==> src/rtl/wb_reg_file_pkg.sv <==
// Shared constants and helpers for the write-back register file slice.
// Widths here set the parameter defaults of every module and the interface.
package wb_reg_file_pkg;

  localparam int unsigned WORD_BUS = 32;
  localparam int unsigned REG_BUS  = 5;
  localparam int unsigned REG_NUM  = 32;

  localparam logic [WORD_BUS-1:0] ZERO_WORD = '0;
  localparam logic [REG_BUS-1:0]  ZERO_REG  = '0;

  typedef logic [WORD_BUS-1:0] word_t;
  typedef logic [REG_BUS-1:0]  reg_t;

  // Index 0 is the idle encoding from the upstream pipeline register.
  function automatic logic wb_is_write(input reg_t dest);
    return dest != ZERO_REG;
  endfunction

endpackage

==> src/rtl/wb_reg_file_if.sv <==
// Bus bundle between the pipeline (write-back producer, decode reader, debug)
// and the register file.
interface wb_reg_file_if
  import wb_reg_file_pkg::*;
#(
  parameter int unsigned DATA_W = WORD_BUS,
  parameter int unsigned ADDR_W = REG_BUS
);

  logic [ADDR_W-1:0] wb_regDest;
  logic [DATA_W-1:0] wb_value;

  logic              id_readEn1;
  logic [ADDR_W-1:0] id_readAddr1;
  logic [DATA_W-1:0] id_readData1;

  logic              id_readEn2;
  logic [ADDR_W-1:0] id_readAddr2;
  logic [DATA_W-1:0] id_readData2;

  logic [ADDR_W-1:0] dbg_readAddr;
  logic [DATA_W-1:0] dbg_readData;

  modport master (
    output wb_regDest, wb_value,
    output id_readEn1, id_readAddr1,
    input  id_readData1,
    output id_readEn2, id_readAddr2,
    input  id_readData2,
    output dbg_readAddr,
    input  dbg_readData
  );

  modport slave (
    input  wb_regDest, wb_value,
    input  id_readEn1, id_readAddr1,
    output id_readData1,
    input  id_readEn2, id_readAddr2,
    output id_readData2,
    input  dbg_readAddr,
    output dbg_readData
  );

endinterface

==> src/rtl/wb_reg_file_read_port.sv <==
// One decode read port: reset / enable / register-0 / bypass / storage
// priority mux, fully combinational.
module wb_reg_read_port
  import wb_reg_file_pkg::*;
#(
  parameter int unsigned DATA_W = WORD_BUS,
  parameter int unsigned ADDR_W = REG_BUS
) (
  input  logic              i_rst,
  input  logic              i_en,
  input  logic [ADDR_W-1:0] i_addr,
  input  logic [ADDR_W-1:0] i_wb_dest,
  input  logic [DATA_W-1:0] i_wb_value,
  input  logic [DATA_W-1:0] i_store_data,
  output logic [DATA_W-1:0] o_data
);

  logic w_blocked;
  logic w_bypass;

  assign w_blocked = i_rst || !i_en || (i_addr == '0);
  // A nonzero i_addr matching i_wb_dest implies a write is in flight.
  assign w_bypass  = (i_addr == i_wb_dest);

  always_comb begin
    o_data = '0;
    if (w_blocked) begin
      o_data = '0;
    end else if (w_bypass) begin
      o_data = i_wb_value;
    end else begin
      o_data = i_store_data;
    end
  end

endmodule

==> src/rtl/wb_reg_file.sv <==
// Architectural register file fed by the write-back stage, with two bypassed
// decode read ports and one storage-only debug port.
module wb_reg_file
  import wb_reg_file_pkg::*;
#(
  parameter int unsigned DATA_W   = WORD_BUS,
  parameter int unsigned ADDR_W   = REG_BUS,
  parameter int unsigned NUM_REGS = REG_NUM
) (
  input  logic          clk,
  input  logic          rst,
  wb_reg_file_if.slave  bus
);

  logic [DATA_W-1:0] r_regs [NUM_REGS];

  logic [DATA_W-1:0] w_store1;
  logic [DATA_W-1:0] w_store2;
  logic [DATA_W-1:0] w_dbg_data;
  logic              w_wr_en;

  assign w_wr_en = (bus.wb_regDest != '0);

  // Storage: reset dominates any same-edge write; entry 0 is never written.
  always_ff @(posedge clk) begin
    if (rst) begin
      for (int unsigned i = 0; i < NUM_REGS; i++) begin
        r_regs[i] <= '0;
      end
    end else if (w_wr_en) begin
      r_regs[bus.wb_regDest] <= bus.wb_value;
    end
  end

  assign w_store1 = r_regs[bus.id_readAddr1];
  assign w_store2 = r_regs[bus.id_readAddr2];

  wb_reg_read_port #(
    .DATA_W (DATA_W),
    .ADDR_W (ADDR_W)
  ) u_port1 (
    .i_rst        (rst),
    .i_en         (bus.id_readEn1),
    .i_addr       (bus.id_readAddr1),
    .i_wb_dest    (bus.wb_regDest),
    .i_wb_value   (bus.wb_value),
    .i_store_data (w_store1),
    .o_data       (bus.id_readData1)
  );

  wb_reg_read_port #(
    .DATA_W (DATA_W),
    .ADDR_W (ADDR_W)
  ) u_port2 (
    .i_rst        (rst),
    .i_en         (bus.id_readEn2),
    .i_addr       (bus.id_readAddr2),
    .i_wb_dest    (bus.wb_regDest),
    .i_wb_value   (bus.wb_value),
    .i_store_data (w_store2),
    .o_data       (bus.id_readData2)
  );

  // Debug port reads committed storage only, never the bypass.
  always_comb begin
    w_dbg_data = '0;
    if (!rst && (bus.dbg_readAddr != '0)) begin
      w_dbg_data = r_regs[bus.dbg_readAddr];
    end
  end

  assign bus.dbg_readData = w_dbg_data;

endmodule

==> src/flat_wrapper.sv <==
// flat-port wrapper written by rule: the top's interface ports become plain ports
module wb_reg_file_flat import wb_reg_file_pkg::*;
#(
  parameter int unsigned DATA_W   = WORD_BUS,
  parameter int unsigned ADDR_W   = REG_BUS,
  parameter int unsigned NUM_REGS = REG_NUM
)
  (clk, rst, bus_wb_regDest, bus_wb_value, bus_id_readEn1, bus_id_readAddr1, bus_id_readData1, bus_id_readEn2, bus_id_readAddr2, bus_id_readData2, bus_dbg_readAddr, bus_dbg_readData);
  wb_reg_file_if #(.DATA_W(DATA_W), .ADDR_W(ADDR_W)) bus_i ();
  input  logic clk;
  input  logic rst;
  input wire logic [$bits(bus_i.wb_regDest)-1:0] bus_wb_regDest;
  input wire logic [$bits(bus_i.wb_value)-1:0] bus_wb_value;
  input wire logic [$bits(bus_i.id_readEn1)-1:0] bus_id_readEn1;
  input wire logic [$bits(bus_i.id_readAddr1)-1:0] bus_id_readAddr1;
  output wire logic [$bits(bus_i.id_readData1)-1:0] bus_id_readData1;
  input wire logic [$bits(bus_i.id_readEn2)-1:0] bus_id_readEn2;
  input wire logic [$bits(bus_i.id_readAddr2)-1:0] bus_id_readAddr2;
  output wire logic [$bits(bus_i.id_readData2)-1:0] bus_id_readData2;
  input wire logic [$bits(bus_i.dbg_readAddr)-1:0] bus_dbg_readAddr;
  output wire logic [$bits(bus_i.dbg_readData)-1:0] bus_dbg_readData;
  assign bus_i.wb_regDest = bus_wb_regDest;
  assign bus_i.wb_value = bus_wb_value;
  assign bus_i.id_readEn1 = bus_id_readEn1;
  assign bus_i.id_readAddr1 = bus_id_readAddr1;
  assign bus_id_readData1 = bus_i.id_readData1;
  assign bus_i.id_readEn2 = bus_id_readEn2;
  assign bus_i.id_readAddr2 = bus_id_readAddr2;
  assign bus_id_readData2 = bus_i.id_readData2;
  assign bus_i.dbg_readAddr = bus_dbg_readAddr;
  assign bus_dbg_readData = bus_i.dbg_readData;
  wb_reg_file #(.DATA_W(DATA_W), .ADDR_W(ADDR_W), .NUM_REGS(NUM_REGS)) u_core (.clk(clk), .rst(rst), .bus(bus_i));
endmodule
==> config.mk <==
export PLATFORM = sky130hd
export DESIGN_NAME = wb_reg_file_flat
export DESIGN_NICKNAME = d
export VERILOG_FILES = /design/src/rtl/wb_reg_file_pkg.sv /design/src/rtl/wb_reg_file_if.sv /design/src/rtl/wb_reg_file_read_port.sv /design/src/rtl/wb_reg_file.sv /design/src/flat_wrapper.sv
export SDC_FILE = /design/constraint.sdc
export NUM_CORES = 2
export LEC_CHECK = 0
export ABC_AREA = 1
export CORE_ASPECT_RATIO = 2
export CORE_UTILIZATION = 60
export DETAILED_ROUTE_END_ITERATION = 16
export PLACE_DENSITY = 0.77
export SYNTH_ARGS = -nofsm -noshare
export SYNTH_HDL_FRONTEND = slang
export SYNTH_HIERARCHICAL = 1
export SYNTH_SLANG_ARGS = --single-unit
export TNS_END_PERCENT = 100
==> constraint.sdc <==
create_clock -name clk -period 2.94 [get_ports clk]
set_clock_uncertainty 0.1 [all_clocks]
set_input_delay 0.735 -clock clk [delete_from_list [all_inputs] [get_ports clk]]
set_output_delay 0.735 -clock clk [all_outputs]
set_load 0.005 [all_outputs]
==> out/results.txt, run 1 <==
status -> stopped before the end
failing step -> global routing
First Err -> [ERROR GRT-0183] Net u_core/u_port1/net1012: the 3D maze router ran out of legal paths (heap underflow) - the net is boxed in by local congestion or blockages.
PortBufs -> 151
Mapped Cells -> 9,859
sequential fraction of the synthesis area -> 0.4523
cell accounting for the most synthesized area -> edfxtp_1
Placer Congestion -> 1.093
post-synth top area share -> 0.4523
IO Pins -> 152
#FFs+latches synth -> 1,024
largest net degree at the start of global routing -> 54
die height -> 478.0 µm
Clock Tree Root -> clkbuf_16
top cells by area, synth -> edfxtp_1, nand2_1, nand3_1, nor2_1, buf_2
# hold bufs at CTS -> 0
synth warn -> 6
unique cell type count in the Yosys netlist -> 24
pre-CTS WS -> -937.8 ps
starting density of the core -> 0.6052
row count -> 174
placed inst area -> 0.07827 mm²
most numerous cell in the Yosys netlist -> nand2_1
number of synthesized flops with an enable pin -> 1,024
TritonCTS buffer count -> 95
post-DP HPWL -> 228,100 µm
Max clock buf depth -> 3
asr flop ratio synth -> 0
CTS sink count -> 1,024
Synth top cells by count -> nand2_1, nand3_1, nor2_1
Die X -> 240.0 µm
synthesized area -> 0.06798 mm²
Most used DFF post-synth -> edfxtp_1
H-tree depth -> 3
Synth Area per Inst -> 6.895 µm²
[cells by family after synthesis]
family / after synthesis / synth area share
AND/OR/NAND/NOR: 7284 / 0.4426
buffers and inverters: 1068 / 0.06918
other: 1 / 0.00005516
XOR/XNOR: 2 / 0.0004785
AO/OA/AOI/OAI: 480 / 0.03534
flip-flops: 1024 / 0.4523
[per-stage QoR]
stage	std cells	hold WS (ps)
after floorplan	9890	874.0
after global placement	11509	1513
after detailed placement	11509	1517
after CTS	11802	753.9
[repair_timing]
item                       in CTS
setup endpoints to repair      96
buffers inserted               67
pin swaps                      71
resized for setup             401
cloned                         51
==> run 2, diff against run 1 <==
--- a/config.mk
+++ b/config.mk
@@ -6,10 +6,9 @@
 export NUM_CORES = 2
 export LEC_CHECK = 0
 export ABC_AREA = 1
-export CORE_ASPECT_RATIO = 2
-export CORE_UTILIZATION = 60
+export CORE_UTILIZATION = 40
 export DETAILED_ROUTE_END_ITERATION = 16
-export PLACE_DENSITY = 0.77
+export PLACE_DENSITY_LB_ADDON = 0.15
 export SYNTH_ARGS = -nofsm -noshare
 export SYNTH_HDL_FRONTEND = slang
 export SYNTH_HIERARCHICAL = 1
==> out/results.txt, run 2 <==
Synth top cells by count -> nand2_1, nand3_1, nor2_1
simple-gate share of the synthesized area -> 0.4426 (unchanged)
LEAKAGE -> 0.04461 µW
most numerous cell in the Yosys netlist -> nand2_1
Critical Path RT -> 2110 ps
Regs by FF count -> u_core/r_regs (1024)
Max clock buf depth -> 3 (unchanged)
largest family of logic cells by synthesized area -> simple AND/OR/NAND/NOR gates
asr flop ratio synth -> 0 (unchanged)
Worst Path Max Fanout -> 17
fin. max-slew vios -> 0
unrepaired setup endpoints after global routing -> true
Mapped Cells -> 9,859 (unchanged)
#FFs+latches synth -> 1,024 (unchanged)
status -> finished, violations left
sequential fraction of the synthesis area -> 0.4523 (unchanged)
period utilization -> 1.158
most common cell after layout, fill and taps aside -> nand2_1
fmax -> 293.8 MHz
initial antenna violation count -> 2
clock share of power -> 0.356
# hold bufs at CTS -> 0 (unchanged)
post-synth top area share -> 0.4523 (unchanged)
Total Routing Usage GR -> 0.4343
drt pass-1 iters -> 13
first-pass GRT wire length -> 539,100 µm
startpoint types -> primary input
Synth Area per Inst -> 6.895 µm² (unchanged)
adder-cell share of the synthesized area -> 0 (unchanged)
clock-pin slew on the worst setup and hold paths -> 60 ps
detailed-route vias per instance -> 6.362
Finish-stage setup viols -> 96
Synth Area in XOR/XNOR -> 0.0004785 (unchanged)
Sw Pwr -> 15,710 µW
unique cell type count in the Yosys netlist -> 24 (unchanged)
CTS tree -> done
min cycle time layout -> 3404 ps
pre-CTS WS -> -1037 ps (-99.23 ps)
cell accounting for the most synthesized area -> edfxtp_1
Area growth syn-to-layout -> 49.72%
DR iter-0 viols -> 15,722
synth warn -> 6 (unchanged)
grt ovf -> 0
die height -> 414.3 µm (-13%)
hold path depth -> 2
crit path launch -> bus_id_readAddr1[0]
H-tree depth -> 4 (+1)
number of synthesized flops with an enable pin -> 1,024 (unchanged)
Pwr per Cell Area -> 466.4 mW/mm²
mux cell area share after synthesis -> 0 (unchanged)
post-layout util -> 0.6059
most frequent cells in the layout -> nand2_1, nand3_1, nor2_1, edfxtp_1, nand2_2
Crit. End Element -> primary output
Remaining DRCs -> 0
share of cells above drive strength 1 -> 0.3056
DRT Wirelength -> 406,800 µm
Worst Path Arrival -> 2570 ps
final net count -> 10,826
Routed Antenna Nets -> 0
sequential power share -> 0.374
setup TNS -> -31,660 ps
hold crit path type -> primary input to register
vias in the first global route -> 74,045
sw frac -> 0.3309
largest net degree at the start of global routing -> 53
Vias -> 83,249
maximum vdd drop -> 0.0006456 V
actual slew at the worst max-slew pin -> 839.2 ps
Max-Cap Viols -> 0
power share of the combinational group -> 0.270
Die X -> 414.3 µm (+73%)
die area -> 0.1716 mm²
synthesized area -> 0.06798 mm² (unchanged)
Critical Path End -> bus_id_readData1[8]
Placer Congestion -> 0.9885 (-9.5%)
Final Hold Vio Count -> 0
Clock Tree Root -> clkbuf_16
top cells by area, synth -> edfxtp_1, nand2_1, nand3_1, nor2_1, buf_2
flip-flop count of the largest register after layout -> 1,024
CTS sink count -> 1,024 (unchanged)
core area -> 0.1680 mm²
TritonCTS buffer count -> 131 (+38%)
row count -> 150 (-14%)
PortBufs -> 151 (unchanged)
failing checks -> setup timing
starting density of the core -> 0.4047 (-0.2004)
Relative slew margins -> 0.4405
setup slack after layout -> -463.6 ps
Pint -> 31,770 µW
Most used DFF post-synth -> edfxtp_1
Wirelength per Cell -> 31.09 µm
Synth Area in Compound Gates -> 0.03534 (unchanged)
most flop-heavy register -> u_core/r_regs
Crit Path Class -> primary input to primary output
post-DP HPWL -> 231,800 µm (+1.7%)
IO Pins -> 152 (unchanged)
## run 2: cell counts after synthesis
Identical to the previous run, type by type.
## run 2: worst min-delay path by stage
stage                      endpoint             start  slack [ps]
6_report       u_core/r_regs[0][18]               rst         480
4_1_cts        u_core/r_regs[0][18]               rst         450
5_1_grt        u_core/r_regs[0][18]               rst         480
2_1_floorplan  u_core/r_regs[1][31]  bus_wb_value[31]         870
3_5_place_dp   u_core/r_regs[0][19]               rst        1300
3_3_place_gp   u_core/r_regs[0][19]               rst        1290
## run 2: repair_timing
| action | in CTS | in global routing |
|---|---|---|
| cloned | 109 | 84 |
| buffers inserted | 328 | 202 |
| hold endpoints to repair | 0 | 0 |
| pin swaps | 397 | 826 |
| setup endpoints to repair | 96 | 96 |
| resized for setup | 1481 | 1520 |
## run 2: metal layers
metal,part of all wire,track usage,vias up,wire [µm]
li1,-,-,34311,-
met1,0.34,0.5440,38858,138800
met2,0.41,0.6352,7977,166300
met3,0.15,0.1101,2103,59440
met4,0.10,0.3469,0,42280
met5,0,0,-,0
## run 2: metrics by stage
stage / hold slack [ps] / cells / power, µW / area (µm²)
global route: 484.9 / 13082 / 48280 / 101800
global placement: 1294 / 12223 / 26720 / 79460
detailed placement: 1302 / 12223 / 26780 / 79460
finish: 478.0 / 13086 / 47480 / 101800
floorplan: 874.0 / 9890 / 22130 / 68100
CTS: 451.4 / 12881 / 45310 / 93630
## run 2: worst max-delay path, stage by stage
cell     delay [ps]
buf_16          180
buf_16          140
buf_4           140
buf_4           120
buf_12          150
nand2_1          80
nand3_1         110
nand3_1          80
nand2_1          70
nand2_1          80
nand2_4         130
nand2_1          80
nand2_1         100
nor2_1           60
nor2_2          160
buf_2           140
## run 2: power by group through the flow
stage | registers, µW | logic, µW | clock network (µW)
2_1_floorplan | 17700 | 4420 | 0
3_3_place_gp | 17900 | 8820 | 0
3_5_place_dp | 17900 | 8860 | 0
4_1_cts | 17600 | 10800 | 16900
5_1_grt | 17800 | 13100 | 17400
6_report | 17700 | 12800 | 16900
## run 2: final cells by class
class                           instances  area, µm²
Timing Repair Buffer                 1607      23160
Timing Repair inverter                  5      116.4
Tap cell                             2204       2758
Antenna cell                            4      10.01
Multi-Input combinational cell       7798      39700
Clock inverter                         83      875.8
Inverter                              203      929.6
Fill cell                           14244      66190
Clock buffer                          158       3486
Sequential cell                      1024      30750
## run 2: cells by family (layout without fill, tap and decap cells)
kind of cell,Yosys count,after routing
AOI/OAI and AO/OA,480,480
and+or+nand+nor,7284,7284
other,1,36
buffers and inverters,1068,2056
DFF,1024,1024
xor gates and xnor gates,2,2
Power figures use the tool's default switching activity.
